==> config.mk <==
export PLATFORM = sky130hd
export DESIGN_NAME = eeg_oram_bank_ctrl
export DESIGN_NICKNAME = d
export VERILOG_FILES = /design/src/rtl/eeg_oram_bank_ctrl.sv
export SDC_FILE = /design/constraint.sdc
export NUM_CORES = 1
export LEC_CHECK = 0
export BUFFER_PORTS_ARGS = -buffer_cell sky130_fd_sc_hd__buf_2
export CORE_AREA = 3 3 79 81
export CTS_BUF_LIST = sky130_fd_sc_hd__clkbuf_8
export DETAILED_ROUTE_END_ITERATION = 7
export DIE_AREA = 0 0 82 84
export PLACE_DENSITY = 0.51
export SKIP_CTS_REPAIR_TIMING = 1
export SYNTH_ARGS = -nofsm -noshare
export SYNTH_HDL_FRONTEND = slang
export SYNTH_SLANG_ARGS = --single-unit
export TNS_END_PERCENT = 30
==> constraint.sdc <==
create_clock -name clk -period 3.5 [get_ports clk]
set_input_delay 0.35 -clock clk [delete_from_list [all_inputs] [get_ports clk]]
set_output_delay 0.35 -clock clk [all_outputs]
set_load 0.005 [all_outputs]
==> src/rtl/eeg_oram_bank_ctrl.sv <==
// eeg_oram_bank_ctrl
//   Per-bank controller sitting behind the ORAM demux. Arbitrates the
//   bank-local write stream against the read-address stream onto one
//   single-port SRAM (one access per cycle), tracks the 1-cycle SRAM read
//   latency and buffers returned words so rd_rdy back-pressure never drops
//   data.
//
// Optional build macro: ORAM_BANK_STAT_EN adds per-frame beat counters
//   stat_wr_cnt / stat_rd_cnt (saturating, cleared the cycle after the
//   matching done pulse).
//
// Ports:
//   clk, rst                      clock, asynchronous active-high reset
//   wr_vld/wr_lst/wr_add/wr_dat   write request stream, wr_rdy = accepted
//   ra_vld/ra_lst/ra_add          read-address stream, ra_rdy = accepted
//   rd_vld/rd_lst/rd_dat, rd_rdy  read-data return stream
//   sram_ce/we/add/wdat, rdat     single-port SRAM macro interface
//   wr_done, rd_done              1-cycle frame-complete pulses
//   stat_wr_cnt, stat_rd_cnt      (ORAM_BANK_STAT_EN only) beat counters
module eeg_oram_bank_ctrl #(
  parameter int ORAM_ADD_MW  = 10,
  parameter int ORAM_DAT_DW  = 4,
  parameter int RD_BUF_DEPTH = 2
) (
  input  logic                   clk,
  input  logic                   rst,
  input  logic                   wr_vld,
  input  logic                   wr_lst,
  output logic                   wr_rdy,
  input  logic [ORAM_ADD_MW-1:0] wr_add,
  input  logic [ORAM_DAT_DW-1:0] wr_dat,
  input  logic                   ra_vld,
  input  logic                   ra_lst,
  output logic                   ra_rdy,
  input  logic [ORAM_ADD_MW-1:0] ra_add,
  output logic                   rd_vld,
  output logic                   rd_lst,
  input  logic                   rd_rdy,
  output logic [ORAM_DAT_DW-1:0] rd_dat,
  output logic                   sram_ce,
  output logic                   sram_we,
  output logic [ORAM_ADD_MW-1:0] sram_add,
  output logic [ORAM_DAT_DW-1:0] sram_wdat,
  input  logic [ORAM_DAT_DW-1:0] sram_rdat,
  output logic                   wr_done,
  output logic                   rd_done
`ifdef ORAM_BANK_STAT_EN
  ,
  output logic [15:0]            stat_wr_cnt,
  output logic [15:0]            stat_rd_cnt
`endif
);

  localparam int PW = (RD_BUF_DEPTH > 1) ? $clog2(RD_BUF_DEPTH) : 1;
  localparam int CW = PW + 1;

  localparam logic ARB_WR = 1'b0;

  // Buffer entry: {last flag, data}
  logic [ORAM_DAT_DW:0]   buf_mem [RD_BUF_DEPTH];
  logic [PW-1:0]          buf_wp;
  logic [PW-1:0]          buf_rp;
  logic [CW-1:0]          buf_count;
  logic                   inflight;
  logic                   lst_q;
  logic                   arb_ptr;
  logic [ORAM_ADD_MW-1:0] add_q;
  logic [ORAM_DAT_DW-1:0] wdat_q;

  logic          push;
  logic          pop;
  logic [CW-1:0] credit_used;
  logic          ra_ok;
  logic          wr_elig;
  logic          rd_elig;
  logic          contested;
  logic          wr_gnt;
  logic          rd_gnt;

  // Credit counts the slot freed by this cycle's pop: a read issued now
  // pushes next cycle, after the pop has taken effect. Without that term a
  // 2-entry buffer could not sustain one read per cycle.
  always_comb begin
    push        = inflight;
    pop         = (buf_count != '0) && rd_rdy;
    credit_used = buf_count + CW'(inflight) - CW'(pop);
    ra_ok       = credit_used < CW'(RD_BUF_DEPTH);
  end

  always_comb begin
    wr_elig   = wr_vld && !rst;
    rd_elig   = ra_vld && ra_ok && !rst;
    contested = wr_elig && rd_elig;
    wr_gnt    = wr_elig && (!rd_elig || (arb_ptr == ARB_WR));
    rd_gnt    = rd_elig && (!wr_elig || (arb_ptr != ARB_WR));
  end

  always_comb begin
    wr_rdy    = wr_gnt;
    ra_rdy    = rd_gnt;
    sram_ce   = wr_gnt || rd_gnt;
    sram_we   = wr_gnt;
    sram_add  = add_q;
    sram_wdat = wdat_q;
    if (wr_gnt) begin
      sram_add  = wr_add;
      sram_wdat = wr_dat;
    end else if (rd_gnt) begin
      sram_add  = ra_add;
    end
  end

  always_comb begin
    rd_vld = (buf_count != '0);
    rd_dat = buf_mem[buf_rp][ORAM_DAT_DW-1:0];
    rd_lst = buf_mem[buf_rp][ORAM_DAT_DW];
  end

  // Arbiter pointer and SRAM address/data hold registers
  always_ff @(posedge clk or posedge rst) begin
    if (rst) begin
      arb_ptr <= ARB_WR;
      add_q   <= '0;
      wdat_q  <= '0;
    end else begin
      if (contested) arb_ptr <= ~arb_ptr;
      if (sram_ce)   add_q   <= sram_add;
      if (wr_gnt)    wdat_q  <= wr_dat;
    end
  end

  // Read-latency tracking
  always_ff @(posedge clk or posedge rst) begin
    if (rst) begin
      inflight <= 1'b0;
      lst_q    <= 1'b0;
    end else begin
      inflight <= rd_gnt;
      if (rd_gnt) lst_q <= ra_lst;
    end
  end

  // Read-return FIFO
  always_ff @(posedge clk or posedge rst) begin
    if (rst) begin
      for (int unsigned i = 0; i < RD_BUF_DEPTH; i++) buf_mem[i] <= '0;
      buf_wp    <= '0;
      buf_rp    <= '0;
      buf_count <= '0;
    end else begin
      if (push) begin
        buf_mem[buf_wp] <= {lst_q, sram_rdat};
        buf_wp          <= buf_wp + PW'(1);
      end
      if (pop) buf_rp <= buf_rp + PW'(1);
      case ({push, pop})
        2'b10:   buf_count <= buf_count + CW'(1);
        2'b01:   buf_count <= buf_count - CW'(1);
        default: buf_count <= buf_count;
      endcase
    end
  end

  // Frame-complete pulses
  always_ff @(posedge clk or posedge rst) begin
    if (rst) begin
      wr_done <= 1'b0;
      rd_done <= 1'b0;
    end else begin
      wr_done <= wr_gnt && wr_lst;
      rd_done <= pop && rd_lst;
    end
  end

`ifdef ORAM_BANK_STAT_EN
  // A beat accepted in the clearing cycle belongs to the new frame.
  always_ff @(posedge clk or posedge rst) begin
    if (rst) begin
      stat_wr_cnt <= '0;
      stat_rd_cnt <= '0;
    end else begin
      if (wr_done)
        stat_wr_cnt <= wr_gnt ? 16'd1 : 16'd0;
      else if (wr_gnt && (stat_wr_cnt != '1))
        stat_wr_cnt <= stat_wr_cnt + 16'd1;

      if (rd_done)
        stat_rd_cnt <= pop ? 16'd1 : 16'd0;
      else if (pop && (stat_rd_cnt != '1))
        stat_rd_cnt <= stat_rd_cnt + 16'd1;
    end
  end
`endif

endmodule

==> metrics <==
outcome complete, no violations; I/O Pins 61; final setup vio count 0; Area Growth Syn to Fin 27.9%; critical path peak fanout 22; Post-Syn Nets 169; Initial Util 29.8%; vias in the first global route 1,310; min Tclk post-route 3200 ps; fin area 2110 um^2; core area 5540 um^2; Mapped Cells 133; CP peak stage delay 420 ps; total wire length 3730 um; CTS tree done; nets 231; post-synthesis sequential area ratio 50.0%; crit path cell chain or2_2 > nand2_1 > inv_1 > ha_1 > and2b_1 > xnor2_2 > buf_4 > a211o_4 > o221a_1 > buf_2; most frequent cells in the layout 60 x buf_2, 33 x dfrtp_1, 20 x mux2_2; GP Congestion 0.672; Area after DPL 2010 um^2; Pwr Total 0.00179 W; vias per std cell 4.68; Worst Setup Path Type reg -> out; VDD IR max 275 uV; Post-DP HPWL 2770 um; Yosys top cell by area dfrtp_1; Crit. End Element output port; mean post-synth cell area 12.4 um^2; Clock Latency Late Sink 280 ps; synthesized flop and latch total 33; gr ovfl total 0; worst relative slew slack 69.6%; crit share post-route 91.5%; Tot GR Track Use 11.9%; routed via count 1,254; initial antenna violation count 0; PD cells 848 nW/um^2; Die Height 84 um; RSZ-0062 raised after global routing false; drt wl/cell 13.9 um; Clock Tree Buf Depth 2; CP startpoint kind flip-flop; Rows 27; Initial DRT Pass Iterations 4; CTS root buffer clkbuf_8; Worst Path Arrival 2850 ps; Max-Cap Viols 0; DRT iter0 DRCs 33; Die ar. 6890 um^2; delay-heaviest family, CP compound AO/OA/AOI/OAI gates; first-pass GRT wire length 6180 um; Req. time, crit path 3150 ps; clock transition at the registers of the reported paths 70 ps; Yosys cell types 25; most common cell after layout, fill and taps aside buf_2; class of the worst hold path in -> async; final hold viol count 0; Synth top area share 50.0%; worst clock skew 6.01 ps; Placed Cells 260; Worst Tran Pin Value 455 ps; layout cells sized above 1 50.0%; Remaining DRCs 0; Max Clk Rate 312 MHz; CTS sink cnt 33; I/O Buffers 60; Routed Antenna Nets 0; Die Wd 82 um; Buf/Inv on CP 3; CTS Buf Count 5; top cells by area, synth dfrtp_1 50%, mux2_2 14%, o221a_1 13%, o21ai_0 3.0%, nor2_1 2.7%; combined area of all synthesized cells 1650 um^2; Static Leak 0.974 nW; H-tree Lvls 2; Non-Filler Instances 268; Synth Warn # 0; Final Max Tran Viols 0; final setup TNS 0 ps; Inserted Diodes 0; slowest CP cell dfrtp_1; Hold WS 197 ps; pin count of the biggest net entering global routing 34
## flip-flops by register name, summed over array words and instances, names as in the netlist
signal     cells
buf_count      2
buf_wp         1
buf_mem       10
add_q         10
arb_ptr        1
wdat_q         4
rd_done        1
inflight       1
lst_q          1
wr_done        1
buf_rp         1
## metal layers
metal	GRT usage (%)	vias to the layer above	routed length [um]
li1	-	607	-
met1	14.5	607	1620
met2	19.0	32	1820
met3	4.10	8	228
met4	4.53	0	61
met5	0	-	0
## stage by stage
stage,util (%),setup slack [ps]
after floorplan,-,886
after global placement,36.3,604
after detailed placement,36.3,593
after CTS,38.1,272
after global routing,38.1,107
final,38.1,297
## cells in the mapped netlist (all sizes together)
master	instances
nand2b	1
nor2	12
ha	1
xor2	2
clkbuf	4
o21ai	11
mux2	20
xnor2	6
nand3b	1
and2b	1
dfrtp	33
a211o	1
inv	7
nand2	4
and3	1
buf	5
o21bai	1
or2	1
o221a	20
nor2b	1
## logic make-up after synthesis
family	synth area share (%)
AO/OA/AOI/OAI	19.2
flip-flops	50.0
AND/OR/NAND/NOR	6.06
multiplexers	13.6
buffers and inverters	5.30
XOR/XNOR	5.15
adder cells (fa/ha/maj)	0.757
## area by class of cell
| cell class | count | area, um^2 |
|---|---|---|
| fill | 578 | 3430 |
| sequential | 33 | 826 |
| multi-input combinational | 84 | 739 |
| timing repair buffer | 64 | 330 |
| clock buffer | 7 | 96.3 |
| tap | 72 | 90.1 |
| inverter | 7 | 26.3 |
| clock inverter | 1 | 5.00 |
## tightest hold or removal path, delay by kind of cell
kind | cells | cell delay [ps]
buf+inv | 3 | 550
## path summary, 6_finish.rpt
kind | start | end | slack, ps | cells past startpoint
setup reg to reg | buf_count[1] | lst_q | 900 | 9
setup / recovery | buf_count[1] | sram_add[3] | 300 | 10
max in group asynchronous | rst | buf_mem[5] | 3000 | 3
hold / removal | rst | arb_ptr | 200 | 3
min in group clk | wr_lst | wr_done | 270 | 3
hold reg to reg | buf_wp | buf_wp | 480 | 1
## report_power, final
part / internal (W) / leakage [nW] / switching, W
clock network: 0.000178 / 0.0542 / 0.000140
registers: 0.000557 / 0.384 / 0.0000947
logic: 0.000461 / 0.536 / 0.000362
Power figures use the tool's default switching activity.
